### src/rtl/pulse_event_arbiter.sv
// Latches single-cycle request pulses and hands them out one at a time,
// round-robin, over a valid/ready handshake; flags overruns and counts transfers.
module pulse_event_arbiter #(
  parameter int N_REQ = 8,
  parameter int IDX_W = $clog2(N_REQ),
  parameter int CNT_W = 8
) (
  input  logic             i_Clk,
  input  logic             i_Rst,
  input  logic [N_REQ-1:0] i_Pulse,
  input  logic             i_Ready,
  output logic             o_Valid,
  output logic [IDX_W-1:0] o_Index,
  output logic [N_REQ-1:0] o_Pending,
  input  logic             i_Clr_Ovr,
  output logic             o_Overrun,
  output logic [CNT_W-1:0] o_Event_Count
);

  typedef enum logic {IDLE = 1'b0, OFFER = 1'b1} state_t;

  state_t             state_reg, state_next;
  logic [N_REQ-1:0]   pending_reg, pending_next;
  logic [IDX_W-1:0]   idx_reg, idx_next;
  logic [IDX_W-1:0]   ptr_reg, ptr_next;
  logic               ovr_reg, ovr_next;
  logic [CNT_W-1:0]   cnt_reg, cnt_next;

  logic               xfer;
  logic [N_REQ-1:0]   xfer_mask;
  logic [IDX_W-1:0]   rr_pick;

  assign xfer = (state_reg == OFFER) && i_Ready;

  // One-hot of the index being retired on this edge (all zero when no transfer).
  generate
    for (genvar gi = 0; gi < N_REQ; gi++) begin : g_xfer_mask
      assign xfer_mask[gi] = xfer && (idx_reg == IDX_W'(gi));
    end
  endgenerate

  // Walk offsets from farthest to nearest so the nearest set bit after ptr wins.
  always_comb begin
    logic [IDX_W:0] sum;
    sum     = '0;
    rr_pick = '0;
    for (int off = N_REQ; off >= 1; off--) begin
      sum = {1'b0, ptr_reg} + (IDX_W+1)'(off);
      if (sum >= (IDX_W+1)'(N_REQ))
        sum = sum - (IDX_W+1)'(N_REQ);
      if (pending_reg[sum[IDX_W-1:0]])
        rr_pick = sum[IDX_W-1:0];
    end
  end

  always_ff @(posedge i_Clk or posedge i_Rst) begin
    if (i_Rst) begin
      state_reg   <= IDLE;
      pending_reg <= '0;
      idx_reg     <= '0;
      ptr_reg     <= IDX_W'(N_REQ - 1);
      ovr_reg     <= 1'b0;
      cnt_reg     <= '0;
    end else begin
      state_reg   <= state_next;
      pending_reg <= pending_next;
      idx_reg     <= idx_next;
      ptr_reg     <= ptr_next;
      ovr_reg     <= ovr_next;
      cnt_reg     <= cnt_next;
    end
  end

  always_comb begin
    state_next   = state_reg;
    idx_next     = idx_reg;
    ptr_next     = ptr_reg;
    cnt_next     = cnt_reg;
    // A pulse on the index being retired re-queues it instead of overrunning.
    pending_next = (pending_reg & ~xfer_mask) | i_Pulse;
    ovr_next     = (|(i_Pulse & pending_reg & ~xfer_mask)) | (ovr_reg & ~i_Clr_Ovr);
    case (state_reg)
      IDLE: begin
        if (|pending_reg) begin
          state_next = OFFER;
          idx_next   = rr_pick;
        end
      end
      OFFER: begin
        if (i_Ready) begin
          state_next = IDLE;
          ptr_next   = idx_reg;
          cnt_next   = cnt_reg + 1'b1;
        end
      end
      default: state_next = IDLE;
    endcase
  end

  always_comb begin
    o_Valid = (state_reg == OFFER);
  end

  assign o_Index       = idx_reg;
  assign o_Pending     = pending_reg;
  assign o_Overrun     = ovr_reg;
  assign o_Event_Count = cnt_reg;

endmodule
### config.mk
export PLATFORM = sky130hd
export DESIGN_NAME = pulse_event_arbiter
export DESIGN_NICKNAME = d
export VERILOG_FILES = /design/src/rtl/pulse_event_arbiter.sv
export SDC_FILE = /design/constraint.sdc
export NUM_CORES = 1
export LEC_CHECK = 0
export CORE_AREA = 2 2 117 74
export CTS_BUF_LIST = sky130_fd_sc_hd__clkbuf_8
export CTS_CLUSTER_SIZE = 30
export DETAILED_ROUTE_END_ITERATION = 8
export DIE_AREA = 0 0 119 76
export GPL_TIMING_DRIVEN = 0
export PLACE_DENSITY = 0.48
export SYNTH_ARGS = -nofsm -noshare
export SYNTH_HDL_FRONTEND = slang
export SYNTH_SLANG_ARGS = --single-unit
### constraint.sdc
create_clock -name i_Clk -period 3.9 [get_ports i_Clk]
set_input_delay 0.78 -clock i_Clk [delete_from_list [all_inputs] [get_ports i_Clk]]
set_output_delay 0.78 -clock i_Clk [all_outputs]
set_load 0.1 [all_outputs]
==> results.sh <==
export IMPL_coreArea_um2=8100
export IMPL_syn_cell_area_um2=1793
export IMPL_drc=0
export IMPL_clockBufferDepth=2
export IMPL_maxCapViolCount=0
export IMPL_n_fill_cell=860
export IMPL_clkSinkCount=24
export IMPL_io_buffers=32
export IMPL_grt_util_all_layers_pct=12.09
export IMPL_p_comb_share_pct=64.1
export IMPL_wirelength_um=5302
export IMPL_power_switching_uw=940.0
export IMPL_use_met2_pct=14.37
export IMPL_worstHoldStart="o_Event_Count[7]"
export IMPL_multi_input_area_um2=1114
export IMPL_drv_slew=0
export IMPL_ir_worst_vdd_uv=527.9
export IMPL_clkTransAtPathRegs_ns=0.09
export IMPL_setup_viol=0
export IMPL_drt_pass1_iterations=4
export IMPL_yosys_warnings=0
export IMPL_grt_busiest_layer="met1"
export IMPL_rsz0062_at_grt="no"
export IMPL_holdWs_ns=0.4787
export IMPL_overflow=0
export IMPL_tightest_slew_ns=0.9933
export IMPL_cts_setup_buffers=0
export IMPL_numCtsBuffers=3
export IMPL_cp_start_kind="flop"
export IMPL_timing_fmax_ghz=0.3074
export IMPL_cts_root_buffer="clkbuf_8"
export IMPL_critPathKind="flop to flop"
export IMPL_synthFlopType="dfrtp_1"
export IMPL_grt_pass1_wl_um=8535
export IMPL_synth_cell_types=45
export IMPL_antennaDiodeCount=0
export IMPL_die_area_um2=9044
export IMPL_layout_nets=230
export IMPL_seq_area_um2=604.3
export IMPL_setup_tns_final_ns=0
export IMPL_die_w_um=119
export IMPL_startpoint="ptr_reg[0]"
export IMPL_power_leakage_nw=0.8442
export IMPL_die_y_um=76
export IMPL_synth_edf_count=0
export IMPL_utilization_pct=28.50
export IMPL_post_drt_via_cell_ratio=4.929
export IMPL_cp_slowest_stage_delay_ns=0.55
export IMPL_clk_insertion_delay_late_ns=0.27
export IMPL_cp_max_fo=10
export IMPL_via_count=1607
export IMPL_sw_frac_of_total_pct=55.19
export IMPL_grt_use_met1_pct=20.92
export IMPL_ioPinCount=33
export IMPL_start_util_pct=22.13
export IMPL_arrival_ns=3.47
export IMPL_pwr_share_seq_pct=25.7
export IMPL_hp_class="flop to flop"
export IMPL_intPower_uw=763.3
export IMPL_crit_chain="buf_6 -> buf_2 -> inv_1 -> ha_1 -> buf_2 -> mux4_2 -> a21boi_0 -> a222oi_1 -> a211oi_1 -> o211ai_1 -> nand2_1"
export IMPL_p_per_area_nw_per_um2=737.8
export IMPL_clockPowerShare_pct=10.2
export IMPL_ys_ff_latch=24
export IMPL_status="completed"
export IMPL_cts_resized=0
export IMPL_antenna_found_initial=0
export IMPL_cts_htree_levels=1
export IMPL_finalCriticalPeriod_ns=3.254
export IMPL_routedWlPerCell_um=16.26
export IMPL_cts_tree="built"
export IMPL_crit_slowest_cell="dfstp_2"
export IMPL_slew_headroom_pct=33.57
export IMPL_dpl_cell_count=322
export IMPL_syn_to_final_growth_pct=28.75
export IMPL_gp_congestion=0.9267
export IMPL_worstReg2RegStart="ptr_reg[0]"
export IMPL_post_route_period_util_pct=83.43
export IMPL_syn_inst=178
export IMPL_place_area_um2=2253
export IMPL_ys_seq_area_share_pct=33.71
export IMPL_ant_nets=0
export IMPL_drtIter0Drc=148
export IMPL_grt_max_degree=25
export IMPL_drive_gt1_share_pct=9.813
export IMPL_finalHoldViolCount=0
export IMPL_cp_required_ns=4.12
export IMPL_synth_net_count=193
export IMPL_end_kind="flop"
export IMPL_design_area_um2=2308
export IMPL_hold_buffers=0
export IMPL_dp_hpwl_um=4095
export IMPL_num_rows=26
export IMPL_synth_area_per_cell_um2=10.07
export IMPL_gr_usage_met3_pct=3.518
export IMPL_cp_common_cell="buf_2"
export IMPL_final_cells=326
export IMPL_first_global_vias=1465
export IMPL_skew_ns=0.003778
export IMPL_synthArstFlopShare_pct=100.0
[stage by stage]
| stage | power [mW] | setup slack [ns] |
|---|---|---|
| 2_1_floorplan | 1.252 | 1.108 |
| 3_3_place_gp | 1.530 | 0.6790 |
| 3_5_place_dp | 1.521 | 0.7801 |
| 4_1_cts | 1.700 | 0.7589 |
| 5_1_grt | 1.790 | 0.5087 |
| 6_report | 1.703 | 0.6464 |
[Yosys cell counts, types with 5 or more instances]
| master | count | share of area [%] |
|---|---|---|
| nor2_1 | 8 | 1.7 |
| o211ai_1 | 5 | 2.1 |
| mux4_1 | 5 | 7.3 |
| nand2_1 | 19 | 4.0 |
| inv_1 | 11 | 2.3 |
| mux2i_1 | 11 | 6.1 |
| dfrtp_1 | 21 | 29 |
| nand2b_1 | 8 | 2.8 |
| xnor2_1 | 7 | 3.4 |
| o21ai_0 | 14 | 3.9 |
| a21oi_1 | 5 | 1.4 |
| mux4_2 | 5 | 6.3 |
[worst max-delay path, delay by kind of cell, from the launching register on]
kind,cells,cell delay (ns)
AO/OA/AOI/OAI,4,1.00
flip-flops,1,0.55
adder cells (fa/ha/maj),1,0.32
AND/OR/NAND/NOR,1,0.08
multiplexers,1,0.43
buffers and inverters,4,0.81
[final cells by class]
type,instances,share of cell area (%)
multi-input combinational,137,48.24
sequential,24,26.18
timing repair buffer,32,13.88
tap,112,6.070
clock buffer,4,2.385
inverter,11,1.789
buffer,6,1.463
[metal layers]
layer  part of all wire, %  up-vias  routed length [um]
met1                    57      787                3013
met3                   8.3        2                 441
met5                     0        -                   0
met2                    35       73                1841
li1                      -      745                   -
met4                  0.11        0                   6
[final timing paths]
path / to / slack, ns / cells after the start
max: o_Index[2] / 0.65 / 11
min: o_Event_Count[7] / 0.48 / 1
max reg2reg: o_Index[2] / 0.65 / 11
min in group asynchronous: o_Event_Count[6] / 1.02 / 2
max in group asynchronous: o_Event_Count[2] / 2.31 / 2
min reg2reg: o_Event_Count[7] / 0.48 / 1
[logic make-up (layout without fill, tap and decap cells)]
group	count (synthesis)	after routing	synth area share [%]
AND/OR/NAND/NOR	54	54	15.35
AO/OA/AOI/OAI	45	45	16.96
multiplexers	25	25	22.82
flip-flops	24	24	33.71
buffers and inverters	17	53	4.187
XOR/XNOR	10	10	4.885
adder cells (fa/ha/maj)	3	3	2.094
[power groups by stage]
stage          sequential, mW  combinational (mW)  clock (mW)
4_1_cts                 0.436                1.08       0.179
5_1_grt                 0.454                1.15       0.185
3_3_place_gp            0.442                1.09           0
2_1_floorplan           0.788               0.464           0
6_report                0.437                1.09       0.174
3_5_place_dp            0.440                1.08           0
[placed cells by master (no fill, tap or decap), types with 2 or more instances in the layout]
master,count
a31oi_1,4
a221oi_1,2
nand4_1,4
nor4_1,2
xor2_1,3
clkbuf_8,4
nor2_1,8
mux2i_1,11
clkbuf_1,2
mux2_4,2
o221ai_1,4
xnor2_1,7
mux4_2,5
nor2b_1,3
dfstp_2,3
clkdlybuf4s50_1,32
and2_1,3
o211ai_1,5
ha_1,3
buf_2,3
o21ai_0,14
mux4_1,5
nand2b_1,8
a21oi_1,5
inv_1,11
nand2_1,19
dfrtp_1,21
nand3_1,2
Note: power is estimated with default switching activity, not from simulation.
